## src/rtl/misc_mem_defs.sv

```systemverilog
// Shared definitions for the load/store unit.
//   state_t            FSM encodings used by mem_access_unit
//   BYTE_LO / BYTE_HI  byte-lane select values (addr[0])
//   MEM_BYTES_DEF      default byte size of the attached memory
package misc_mem_defs;

  typedef enum logic [1:0] {
    IDLE   = 2'd0,
    ACCESS = 2'd1,
    WRITE  = 2'd2,
    RESP   = 2'd3
  } state_t;

  localparam logic BYTE_LO = 1'b0;  // bits [7:0]
  localparam logic BYTE_HI = 1'b1;  // bits [15:8]

  localparam int MEM_BYTES_DEF = 512;

endpackage

```

## src/rtl/mem_access_unit_byte_lane.sv

```systemverilog
// byte_lane: combinational byte extract/extend and byte merge.
//   word     16-bit memory word
//   lane     BYTE_LO selects [7:0], BYTE_HI selects [15:8]
//   byte_in  byte to insert for the merge path
//   sign     1 = sign-extend extracted byte, 0 = zero-extend
//   byte_out extracted byte extended to 16 bits (load path)
//   merged   word with the selected lane replaced by byte_in (store path)
module byte_lane
  import misc_mem_defs::*;
(
  input  logic [15:0] word,
  input  logic        lane,
  input  logic [7:0]  byte_in,
  input  logic        sign,
  output logic [15:0] byte_out,
  output logic [15:0] merged
);

  logic [7:0] sel;

  assign sel      = (lane == BYTE_HI) ? word[15:8] : word[7:0];
  assign byte_out = {{8{sign & sel[7]}}, sel};
  assign merged   = (lane == BYTE_HI) ? {byte_in, word[7:0]} : {word[15:8], byte_in};

endmodule

```

## src/rtl/mem_access_unit.sv

```systemverilog
// mem_access_unit: single-outstanding load/store controller for a 16-bit
// word memory port.
//   clk, rst          clock, async active-high reset
//   req_*             request handshake (valid/ready) and fields
//   resp_valid        one-cycle completion pulse
//   resp_rdata/err    response data / error flag, held until overwritten
//   mem_*             word-port to data memory (read data is combinational)
// Byte stores are done as read (ACCESS) then write (WRITE) of the merged word.
module mem_access_unit
  import misc_mem_defs::*;
#(
  parameter int MEM_BYTES = MEM_BYTES_DEF,
  parameter int ADDR_W    = 16
) (
  input  logic              clk,
  input  logic              rst,
  input  logic              req_valid,
  output logic              req_ready,
  input  logic              req_we,
  input  logic              req_byte,
  input  logic              req_sign,
  input  logic [ADDR_W-1:0] req_addr,
  input  logic [15:0]       req_wdata,
  output logic              resp_valid,
  output logic [15:0]       resp_rdata,
  output logic              resp_err,
  output logic [ADDR_W-1:0] mem_access_addr,
  output logic [15:0]       mem_write_data,
  output logic              mem_write_en,
  output logic              mem_read,
  input  logic [15:0]       mem_read_data
);

  // One extra bit so a limit equal to 2**ADDR_W still compares correctly.
  localparam logic [ADDR_W:0] LIMIT = (ADDR_W+1)'(MEM_BYTES);

  state_t            state, state_nx;
  logic              r_we, r_byte, r_sign;
  logic [ADDR_W-1:0] r_addr;
  logic [15:0]       r_wdata, merged_q;
  logic              req_err;
  logic              accept;
  logic [15:0]       lane_ext, lane_merged;

  assign accept  = req_valid && (state == IDLE);
  assign req_err = (!req_byte && req_addr[0]) || ({1'b0, req_addr} >= LIMIT);

  byte_lane u_lane (
    .word     (mem_read_data),
    .lane     (r_addr[0]),
    .byte_in  (r_wdata[7:0]),
    .sign     (r_sign),
    .byte_out (lane_ext),
    .merged   (lane_merged)
  );

  always_ff @(posedge clk or posedge rst) begin
    if (rst) state <= IDLE;
    else     state <= state_nx;
  end

  always_ff @(posedge clk or posedge rst) begin
    if (rst) begin
      r_we       <= 1'b0;
      r_byte     <= 1'b0;
      r_sign     <= 1'b0;
      r_addr     <= '0;
      r_wdata    <= '0;
      merged_q   <= '0;
      resp_rdata <= '0;
      resp_err   <= 1'b0;
    end else begin
      case (state)
        IDLE: if (accept) begin
          r_we    <= req_we;
          r_byte  <= req_byte;
          r_sign  <= req_sign;
          r_addr  <= req_addr;
          r_wdata <= req_wdata;
          if (req_err) begin
            resp_err   <= 1'b1;
            resp_rdata <= '0;
          end
        end
        ACCESS: begin
          resp_err <= 1'b0;
          if (r_we) begin
            resp_rdata <= '0;
            if (r_byte) merged_q <= lane_merged;
          end else begin
            resp_rdata <= r_byte ? lane_ext : mem_read_data;
          end
        end
        default: ;
      endcase
    end
  end

  always_comb begin
    state_nx        = state;
    req_ready       = 1'b0;
    resp_valid      = 1'b0;
    mem_access_addr = '0;
    mem_write_data  = '0;
    mem_write_en    = 1'b0;
    mem_read        = 1'b0;
    case (state)
      IDLE: begin
        req_ready = 1'b1;
        if (accept) state_nx = req_err ? RESP : ACCESS;
      end
      ACCESS: begin
        mem_access_addr = {r_addr[ADDR_W-1:1], 1'b0};
        if (r_we && !r_byte) begin
          mem_write_en   = 1'b1;
          mem_write_data = r_wdata;
          state_nx       = RESP;
        end else begin
          // loads, and the read half of a byte store
          mem_read = 1'b1;
          state_nx = (r_we && r_byte) ? WRITE : RESP;
        end
      end
      WRITE: begin
        mem_access_addr = {r_addr[ADDR_W-1:1], 1'b0};
        mem_write_en    = 1'b1;
        mem_write_data  = merged_q;
        state_nx        = RESP;
      end
      RESP: begin
        resp_valid = 1'b1;
        state_nx   = IDLE;
      end
      default: state_nx = IDLE;
    endcase
  end

endmodule

```

## config.mk

```make
export PLATFORM = sky130hd
export DESIGN_NAME = mem_access_unit
export DESIGN_NICKNAME = d
export VERILOG_FILES = /design/src/rtl/misc_mem_defs.sv /design/src/rtl/mem_access_unit_byte_lane.sv /design/src/rtl/mem_access_unit.sv
export SDC_FILE = /design/constraint.sdc
export NUM_CORES = 1
export LEC_CHECK = 0
export CAP_MARGIN = 25
export CORE_AREA = 3 3 89 91
export CTS_BUF_LIST = sky130_fd_sc_hd__clkbuf_4 sky130_fd_sc_hd__clkbuf_8
export DETAILED_ROUTE_END_ITERATION = 16
export DIE_AREA = 0 0 92 94
export GPL_ROUTABILITY_DRIVEN = 1
export GPL_TIMING_DRIVEN = 0
export HOLD_SLACK_MARGIN = 0.15
export PLACE_DENSITY = 0.89
export SETUP_SLACK_MARGIN = 0.05
export SLEW_MARGIN = 40
export SYNTH_ARGS = -nofsm -noshare
export SYNTH_HDL_FRONTEND = slang
export SYNTH_SLANG_ARGS = --single-unit
```

## constraint.sdc

```tcl
create_clock -name clk -period 2.65 [get_ports clk]
set_input_delay 0.3975 -clock clk [delete_from_list [all_inputs] [get_ports clk]]
set_output_delay 0.3975 -clock clk [all_outputs]
set_load 0.01 [all_outputs]
```

### After elaboration in Yosys (flattened, before gate mapping)

Cells that the tools add are included.

* bits in registers: 70
* logic and storage cells: 53
* bits of input ports: 54
* output and inout port bits: 53

* bitwise logic cells: 1
* multiplexer cells: 24
* $lt $le $gt $ge: 1
* reduce and logical (&&, ||, !) cells: 13
* eq/ne operators: 5

Operators with widths (number)
* two-way mux 16 bit: 7
* one-hot mux 16 bit (2 select lines): 2
* >= comparator 16 x 10 -> 1 bit (second input constant): 1
* two-way mux 1 bit: 9
* two-way mux 8 bit: 1
* one-hot mux 2 bit (4 select lines): 1
* AND reduction 3 bit: 2
* equality test 2 bit (second input constant): 2
* logical AND 1 bit: 4
* two-way mux 2 bit: 2
* inequality test 2 bit (second input constant): 2
* one-hot mux 1 bit (2 select lines): 2
* equality test 2 x 1 -> 1 bit (second input constant): 1
* logical NOT 1 bit: 2
* logical NOT 2 bit: 1
* AND reduction 2 bit: 1
* nonzero test 2 bit: 1
* OR reduction 2 bit: 1
* bitwise AND 1 bit: 1
* logical OR 1 bit: 1

### Longest topological paths before layout

* word-level depth: 6
* gate-level depth with buffers: 8
* gate-level depth less buffers: 6

### Modules after synthesis

From an unflattened synthesis, not the netlist that was laid out.

* cell total of the unflattened synthesis: 306
* area total of the unflattened synthesis: 3826.2 um^2

By module, submodules not included
* mem_access_unit: area each 3453.3 um^2, times used 1, sequential area each 1751.7 um^2, cells each 271
* byte_lane: area each 372.9 um^2, times used 1, sequential area each 0.0 um^2, cells each 35

### Worst setup path after synthesis

OpenSTA, ideal clock, no wires.

* kind: register to output
* start: register state[1]
* end: output mem_write_data[0]
* data arrival time: 1.577 ns
* cell stages (with the launch flop): 8
* buffers on the path: 2
* required time: 2.253 ns
* path slack: 0.676 ns
* cell sequence: dfrtp_1 > inv_1 > ha_1 > and3_1 > clkbuf_1 > buf_2 > a22oi_1 > nor2_1

* cells in the longest elaborated chain, start to end: 2
* elaborated cells on any way between the ends: 3
* those cells by class: 2 x eq/ne; 1 x mux

RTL lines
* start: declaration: RTL line mem_access_unit.sv:37 `state_t state, state_nx;`
* start signal: assignment: RTL line mem_access_unit.sv:59 `else state <= state_nx;`
* equality test 2 bit / equality test 2 x 1 -> 1 bit (equally long branches): RTL line mem_access_unit.sv:107 `case (state)`
* one-hot mux 16 bit (2 select lines) (*): RTL line mem_access_unit.sv:107
* end: declaration: RTL line mem_access_unit.sv:28 `output logic [15:0] mem_write_data,`

Every way passes the cells marked *; elsewhere a longest branch is shown, timed or not.

### Final worst setup path

* start: register state[1]
* end: output mem_write_data[5]

Same word-level chain as after synthesis.

==> results.json <==
{
  "core_sq_um": 7210,
  "dp_cells": 523,
  "met1_usage": 0.269,
  "clk_latency_ns": 0.34,
  "cp_slowest_cell": "clkdlybuf4s50_1",
  "drive_above_1_share": 0.207,
  "cts_root_buffer": "clkbuf_8",
  "skew_ns": 0.00790,
  "cp.arrival_ns": 2.13,
  "cp-start-kind": "register",
  "final.setup.tns_ns": 0,
  "yosysTopAreaCell": "dfrtp_1",
  "path_max_fanout": 10,
  "cts_tree": "built",
  "r2r-start": "state[1]$_DFFE_PP0P_",
  "wl_per_cell_microns": 17.3,
  "overflow": 0,
  "crit_family": "buffers and inverters",
  "gr-usage-met2": 0.379,
  "cp.buffers_inverters": 3,
  "synth_nets": 376,
  "boundaryPins": 107,
  "relSlewSlack": 0.628,
  "antenna_found_initial": 0,
  "fin_crit_sh": 0.952,
  "max_freq_mhz": 396,
  "gp_routability_congestion": 0.813,
  "synthArstFlopShare": 1.00,
  "drcViolationCount": 0,
  "post-dp-hpwl_microns": 6820,
  "synth_area_sq_um": 3460,
  "r2r_cells": 6,
  "cts_max_level": 3,
  "vias": 2891,
  "yosys_register_bits": 70,
  "row_count": 31,
  "die_area_sq_um": 8650,
  "setup.worst_path.end_class": "output port",
  "die_h_microns": 94,
  "ys_seq_area_frac": 0.507,
  "critical_path_depth": 7,
  "peakVddDrop_v": 0.000835,
  "startpoint": "state[1]$_DFFE_PP0P_",
  "portBuffers": 105,
  "ys_types": 30,
  "synth_edf_count": 0,
  "synth.avg_cell_area_sq_um": 10.9,
  "synth_warnings": 0,
  "synth_top_flop_cell": "dfrtp_1",
  "postCtsHoldBufs": 0,
  "cts.path.max_buffers": 2,
  "hp-class": "input pin to async pin",
  "avgViaCountPerCell": 5.32,
  "routed_wl_microns": 9370,
  "yosys-top-cells-count": "dfrtp_1, mux2_2, nand2_1, o21ai_0, mux2i_1",
  "dieWidth_microns": 92,
  "ant_nets": 0,
  "finalSetupViolCount": 0,
  "drv_cap": 0,
  "final_cells": 543,
  "initial_core_util": 0.479,
  "cp.required_ns": 2.25,
  "pwr_density_cell_nw_per_um2": 1220,
  "status": "complete, no violations",
  "reg2reg_to": "r_addr[14]$_DFFE_PP0P_",
  "diodes": 0,
  "area_growth_pct": 43.6,
  "whs_ns": 0.341,
  "drtPass1Iterations": 4,
  "syn_inst": 318,
  "grt.total_usage": 0.227,
  "met3_usage": 0.0777,
  "path_class": "register to output port",
  "crit_chain": "inv_2 -> ha_4 -> and3_4 -> buf_6 -> a22oi_1 -> nor2_1 -> clkdlybuf4s50_1",
  "post-route-min-period_ns": 2.52,
  "synthTopCellsByArea": "dfrtp_1, mux2_2, mux2i_1",
  "cts.sinks": 70,
  "p_leak_uw": 0.00225,
  "clkTransAtPathRegs_ns": 0.07,
  "cts_buffers": 9,
  "synth_top_area_frac": 0.507,
  "yosysMostFrequentCell": "dfrtp_1",
  "nets": 498,
  "grt_max_degree": 59,
  "reg2reg_slack_ns": 0.59,
  "grt_pass1_vias": 3071,
  "drtIter0Drc": 193,
  "rsz0062_at_grt": "false",
  "busiest_layer": "met2",
  "grt_pass1_wl_microns": 15100,
  "slowest_delay_ns": 0.53,
  "slew_violations": 0,
  "hold_viol": 0,
  "worst_pin_slew_ns": 0.558
}
## routing by layer
metal	vias to the layer above	part of all wire
li1	1342	-
met1	1415	0.40
met2	116	0.50
met3	18	0.079
met4	0	0.021
met5	-	0
## state kept, by name, indices dropped and copies added, names as in the netlist, 2 cells and up
name        flops
merged_q       16
state           2
r_addr         16
resp_rdata     16
r_wdata        16
## metrics by stage
step                      cell area (sq um)  setup WS [ns]  total power (uW)  utilization
after detailed placement               4660         -0.123              5090        0.646
after floorplan                        3460          0.484              3700            -
after global routing                   4960         0.0337              6450        0.688
after global placement                 4630         -0.657              4950        0.642
after CTS                              4930         0.0536              6050        0.683
final                                  4960          0.126              6040        0.688
## timing repair
action	in CTS	in global routing
setup endpoints to repair	27	13
buffers inserted	4	3
pin swaps	1	2
resized for setup	23	6
## logic make-up after synthesis
logic type	after synthesis	synth area share
flops	70	0.507
mux	68	0.215
compound gates	59	0.104
buf+inv	36	0.0474
simple gates	80	0.112
other cells	1	0.00109
fa+ha+maj	4	0.0145
## worst max path at each step
| stage | slack, ns | to |
|---|---|---|
| global placement | -0.66 | resp_rdata[10]$_DFFE_PP0P_ |
| CTS | 0.05 | mem_write_data[5] |
| detailed placement | -0.12 | mem_write_data[7] |
| floorplan | 0.48 | merged_q[0]$_DFFE_PP0P_ |
| finish | 0.13 | mem_write_data[5] |
| global route | 0.03 | mem_write_data[10] |
## power by group
group | leakage, uW | internal [uW] | total, uW | switching [uW]
Sequential | 0.000862 | 1600 | 1940 | 338
Combinational | 0.00130 | 1760 | 3310 | 1550
Clock | 0.0000879 | 395 | 791 | 396
Total | 0.00225 | 3760 | 6040 | 2290
## area by class of cell
type	instances	area [sq um]
multi-input cells	212	1580
well taps	99	124
clock inverters	3	20.0
clock buffers	12	159
flip-flops and latches	70	1750
fillers	559	2250
plain buffers	19	115
repair buffers	113	1140
inverters	15	66.3
## cell usage in the layout (no fill, tap or decap), types with 5 or more instances in the layout
master	n
clkdlybuf4s50_1	97
dfrtp_1	68
mux2_2	41
nand2_1	27
o21ai_0	27
mux2i_1	25
nor2_1	22
a22oi_1	16
and2_1	15
inv_1	11
a21oi_1	11
clkbuf_8	11
nand3_1	9
buf_4	8
buf_2	6
clkbuf_1	6
dlymetal6s2s_1	5
Power figures use the tool's default switching activity.
